===== config.mk =====
export PLATFORM = sky130hd
export DESIGN_NAME = game_state_ctrl
export DESIGN_NICKNAME = d
export VERILOG_FILES = /design/src/rtl/game_state_ctrl.sv
export SDC_FILE = /design/constraint.sdc
export NUM_CORES = 2
export LEC_CHECK = 0
export CAP_MARGIN = 25
export CORE_ASPECT_RATIO = 0.75
export CORE_MARGIN = 5
export CORE_UTILIZATION = 30
export DETAILED_ROUTE_END_ITERATION = 7
export SYNTH_ARGS = -nofsm -noshare
export SYNTH_HDL_FRONTEND = slang
export SYNTH_SLANG_ARGS = --single-unit

===== constraint.sdc =====
create_clock -name clk -period 22.5 [get_ports clk]
set_input_delay 4.5 -clock clk [delete_from_list [all_inputs] [get_ports clk]]
set_output_delay 4.5 -clock clk [all_outputs]
set_load 0.05 [all_outputs]

===== src/rtl/game_state_ctrl.sv =====
// ============================================================================
// game_state_ctrl : registered Sokoban game state with level load, undo ring,
//                   step counter and win detection.  Rev 1.0
// ============================================================================
`default_nettype none

module game_state_ctrl #(
   parameter int UNDO_DEPTH = 8,
   parameter int STEP_W     = 10
) (
   input  logic                            clk,
   input  logic                            rst,
   input  logic                            level_valid,
   output logic                            level_ready,
   input  logic [133:0]                    level_state,
   input  logic [63:0]                     level_target,
   input  logic                            move_req,
   input  logic [133:0]                    move_state,
   input  logic                            move_ok,
   input  logic                            undo_req,
   output logic [133:0]                    game_state,
   output logic [63:0]                     target,
   output logic [STEP_W-1:0]               steps,
   output logic [$clog2(UNDO_DEPTH):0]     undo_cnt,
   output logic                            win,
   output logic                            move_rej,
   output logic                            play
);

   localparam int c_PTR_W = $clog2(UNDO_DEPTH);
   localparam int c_CNT_W = c_PTR_W + 1;

   typedef enum logic [1:0] {
      ST_IDLE = 2'd0,
      ST_PLAY = 2'd1,
      ST_WON  = 2'd2
   } state_e;

   state_e               state_q, state_d;
   logic [133:0]         gs_q, gs_d;
   logic [63:0]          tgt_q, tgt_d;
   logic [STEP_W-1:0]    steps_q, steps_d;
   logic [c_CNT_W-1:0]   cnt_q, cnt_d;
   logic [c_PTR_W-1:0]   ptr_q, ptr_d;
   logic                 rej_q, rej_d;
   logic                 win_q, play_q;
   logic [133:0]         ring_q [UNDO_DEPTH];

   logic                 w_load, w_undo, w_move, w_push;
   logic [c_PTR_W-1:0]   w_ptr_prev;
   logic [133:0]         w_ring_rd;

   function automatic logic win_of(input logic [133:0] s, input logic [63:0] t);
      return (t != 64'd0) && ((s[69:6] & t) == t);
   endfunction

   assign w_ptr_prev = ptr_q - c_PTR_W'(1);
   assign w_ring_rd  = ring_q[w_ptr_prev];
   assign w_load     = level_valid & level_ready;
   assign w_undo     = undo_req & (state_q != ST_IDLE) & (cnt_q != '0);
   assign w_move     = move_req & (state_q == ST_PLAY);

   always_comb begin
      state_d = state_q;
      gs_d    = gs_q;
      tgt_d   = tgt_q;
      steps_d = steps_q;
      cnt_d   = cnt_q;
      ptr_d   = ptr_q;
      rej_d   = 1'b0;
      w_push  = 1'b0;
      if (w_load) begin
         gs_d    = level_state;
         tgt_d   = level_target;
         steps_d = '0;
         cnt_d   = '0;
         ptr_d   = '0;
         state_d = win_of(level_state, level_target) ? ST_WON : ST_PLAY;
      end else if (w_undo) begin
         ptr_d   = w_ptr_prev;
         gs_d    = w_ring_rd;
         cnt_d   = cnt_q - c_CNT_W'(1);
         if (steps_q != '0) steps_d = steps_q - STEP_W'(1);
         state_d = win_of(w_ring_rd, tgt_q) ? ST_WON : ST_PLAY;
      end else if (w_move) begin
         if (move_ok) begin
            // Ring is a circular buffer: a full ring silently drops its oldest entry.
            w_push  = 1'b1;
            ptr_d   = ptr_q + c_PTR_W'(1);
            if (cnt_q != c_CNT_W'(UNDO_DEPTH)) cnt_d = cnt_q + c_CNT_W'(1);
            gs_d    = move_state;
            if (steps_q != '1) steps_d = steps_q + STEP_W'(1);
            state_d = win_of(move_state, tgt_q) ? ST_WON : ST_PLAY;
         end else begin
            rej_d = 1'b1;
         end
      end
   end

   always_ff @(posedge clk) begin
      if (rst) begin
         state_q <= ST_IDLE;
         gs_q    <= '0;
         tgt_q   <= '0;
         steps_q <= '0;
         cnt_q   <= '0;
         ptr_q   <= '0;
         rej_q   <= 1'b0;
         win_q   <= 1'b0;
         play_q  <= 1'b0;
      end else begin
         state_q <= state_d;
         gs_q    <= gs_d;
         tgt_q   <= tgt_d;
         steps_q <= steps_d;
         cnt_q   <= cnt_d;
         ptr_q   <= ptr_d;
         rej_q   <= rej_d;
         win_q   <= (state_d == ST_WON);
         play_q  <= (state_d == ST_PLAY);
      end
   end

   // History contents need no reset; only entries counted by cnt_q are read.
   always_ff @(posedge clk) begin
      if (!rst && w_push) ring_q[ptr_q] <= gs_q;
   end

   assign level_ready = 1'b1;
   assign game_state  = gs_q;
   assign target      = tgt_q;
   assign steps       = steps_q;
   assign undo_cnt    = cnt_q;
   assign win         = win_q;
   assign move_rej    = rej_q;
   assign play        = play_q;

endmodule

`default_nettype wire


==> results_dict.tcl <==
set metrics [dict create \
    drive_above_1_share_pct 13.3 \
    htree_levels 4 \
    path_clk_slew_ps 60 \
    totalWireLength_mm 191 \
    rows 133 \
    worst_ep_arrival_time_ps 8400 \
    hp-class "reg -> reg" \
    slew_headroom_pct 22.3 \
    yosysWarnings 0 \
    synth_top_area_share_pct 61.1 \
    root_buffer "clkbuf_16" \
    clock_skew_ps 47.3 \
    die_h_um 373 \
    synth_nets 3739 \
    synth-async-reset-ratio_pct 0 \
    synth_area_per_cell_um2 15.5 \
    slew_viol_final 0 \
    ys.flop_type "edfxtp_1" \
    grt_pass1_vias 33814 \
    cp_max_fo 111 \
    reg2reg_slack_ps 16710 \
    fmaxAchievable_ghz 0.124 \
    clk_latency_ps 780 \
    r2r-end "play" \
    placed_cells 6139 \
    wl_per_cell_um 29.9 \
    yosys-top-cells-area "edfxtp_1, mux4_2, dfxtp_1" \
    min-delay-start "target[43]" \
    status "finished, violations left" \
    gp_congestion 0.953 \
    post-place-ws_ps 13710 \
    ys_seq_area_share_pct 69.5 \
    area_delta_synth_final_pct 24.2 \
    cts_tree "done" \
    startpoint_type "input pin" \
    reg2reg_from "ptr_q[0]" \
    power.leakage_nw 21.1 \
    ant_nets 0 \
    period_minus_slack_ps 8040 \
    tightest_slew_ps 1170 \
    nets 4268 \
    worst_setup_path_end_kind "flip-flop" \
    globalRouteOverflowTotal 0 \
    synth_top_cell_by_area "edfxtp_1" \
    vdd_ir_drop_max_uv 66.1 \
    grt_max_degree 141 \
    track_usage_pct 20.2 \
    violations "DRC" \
    syn_inst 3387 \
    nFillCells 16360 \
    setup_ws_ps 14460 \
    routed_via_density 5.41 \
    antenna_found_initial 21 \
    power_density_nw_per_um2 83.6 \
    cap_violations 0 \
    ctsLongestPathBuffers 3 \
    hold_depth 2 \
    hold_viol 0 \
    synth-seq-cells 1292 \
    drcViolationCount 14 \
    boundaryPins 554 \
    multi_input_area_um2 14500 \
    synth_edf_count 1072 \
    vias 34661 \
    cts-resized-gates 0 \
    drtIter0Drc 4857 \
    critPathRequiredTime_ps 22860 \
    cts_hold_buf 0 \
    yosysMostFrequentCell "edfxtp_1" \
    fin_cells 6402 \
    critical_path_class "in -> reg" \
    hpwlAfterDp_mm 129 \
    finalSetupViolCount 0 \
    fin_crit_sh_pct 35.7 \
    die_w_um 494 \
    cts_setup_buffers 0 \
    start_util_pct 30.1 \
    drt_first_pass_iters 8 \
    coreArea_um2 175000 \
    hold_path_end "target[43]" \
    synth_top_cells_by_count "edfxtp_1, nor2_1, nand2_1" \
    cts_buffers 137 \
    rsz0062_at_grt "no" \
    setup_tns_ps 0 \
    r2r_cells 11 \
    clock-sinks 1292 \
    seqCellArea_um2 36600 \
    synth_cell_types 64 \
    final_util_pct 37.4 \
    syn_area_um2 52600 \
    io_buffers 552 \
    floorplan.die_area_um2 184000 \
    grt_pass1_wl_mm 267 \
]
critical path: stages:
cell	delay, ps
clkdlybuf4s50_1	420
o21ai_1	240
or2_2	370
inv_8	240
nor2_1	300
nand3_1	320
nor2_4	680
buf_4	460
buf_4	760
metal layers:
layer	global-route usage, %	wire length (µm)
met2	30.2	85300
met4	7.64	7480
met3	5.64	19100
met5	0	69
met1	28.0	79200
state kept, by name (all words and copies together), names as in the netlist, 2 cells and up:
signal / flops
ptr_q: 3
ring_q: 1072
state_q: 2
steps: 10
undo_cnt: 4
game_state: 134
target: 64
stage by stage:
step / hold WS (ps) / area (µm²) / power, W
floorplan: 459 / 52600 / 0.00293
global placement: 483 / 60600 / 0.00316
detailed placement: 489 / 60700 / 0.00317
CTS: 504 / 65400 / 0.00551
global route: 562 / 65400 / 0.00564
finish: 502 / 65400 / 0.00547
cell type report:
class                           count  area share [%]
Clock buffer                      187            5.97
Antenna cell                       10          0.0383
Clock inverter                     66            1.17
Multi-Input combinational cell   1731            22.2
Sequential cell                  1292            56.0
Timing Repair Buffer              606            9.30
Tap cell                         2362            4.52
Inverter                          148           0.861
where the power goes:
group,internal (W),switching [W]
Combinational,0.000158,0.000266
Sequential,0.00262,0.0000756
Clock,0.00136,0.000984
kinds of logic after synthesis:
family	after synthesis	synth area share [%]
muxes	370	13.0
AOI/OAI and AO/OA	502	6.99
xor gates and xnor gates	13	0.216
buffers and inverters	364	3.18
and+or+nand+nor	831	6.70
DFF	1292	69.5
adders and majority gates	14	0.361
other	1	0.00712
how the worst max path moves through the flow:
| stage | startpoint | endpoint | slack [ps] | cells past startpoint |
|---|---|---|---|---|
| finish | undo_req | ring_q[4][51] | 14460 | 9 |
| global route | undo_req | ring_q[4][30] | 14330 | 9 |
| CTS | undo_req | ring_q[4][30] | 14520 | 9 |
| detailed placement | undo_req | ring_q[4][12] | 13710 | 9 |
| global placement | undo_req | ring_q[4][10] | 13770 | 9 |
| floorplan | undo_req | ring_q[0][0] | 7020 | 8 |
cell usage in the layout (no fill, tap or decap), drive strengths merged, types with 38 or more instances in the layout:
| master | instances |
|---|---|
| dfxtp | 220 |
| clkbuf | 188 |
| a211oi | 76 |
| a31oi | 52 |
| nand2 | 279 |
| a222oi | 65 |
| buf | 55 |
| nor2 | 341 |
| edfxtp | 1072 |
| mux2i | 108 |
| a21oi | 48 |
| nor3 | 83 |
| nor4 | 47 |
| a311oi | 63 |
| inv | 160 |
| o22ai | 82 |
| o21ai | 51 |
| clkinv | 38 |
| clkdlybuf4s50 | 550 |
| mux4 | 246 |
(Power assumes the default switching activity.)
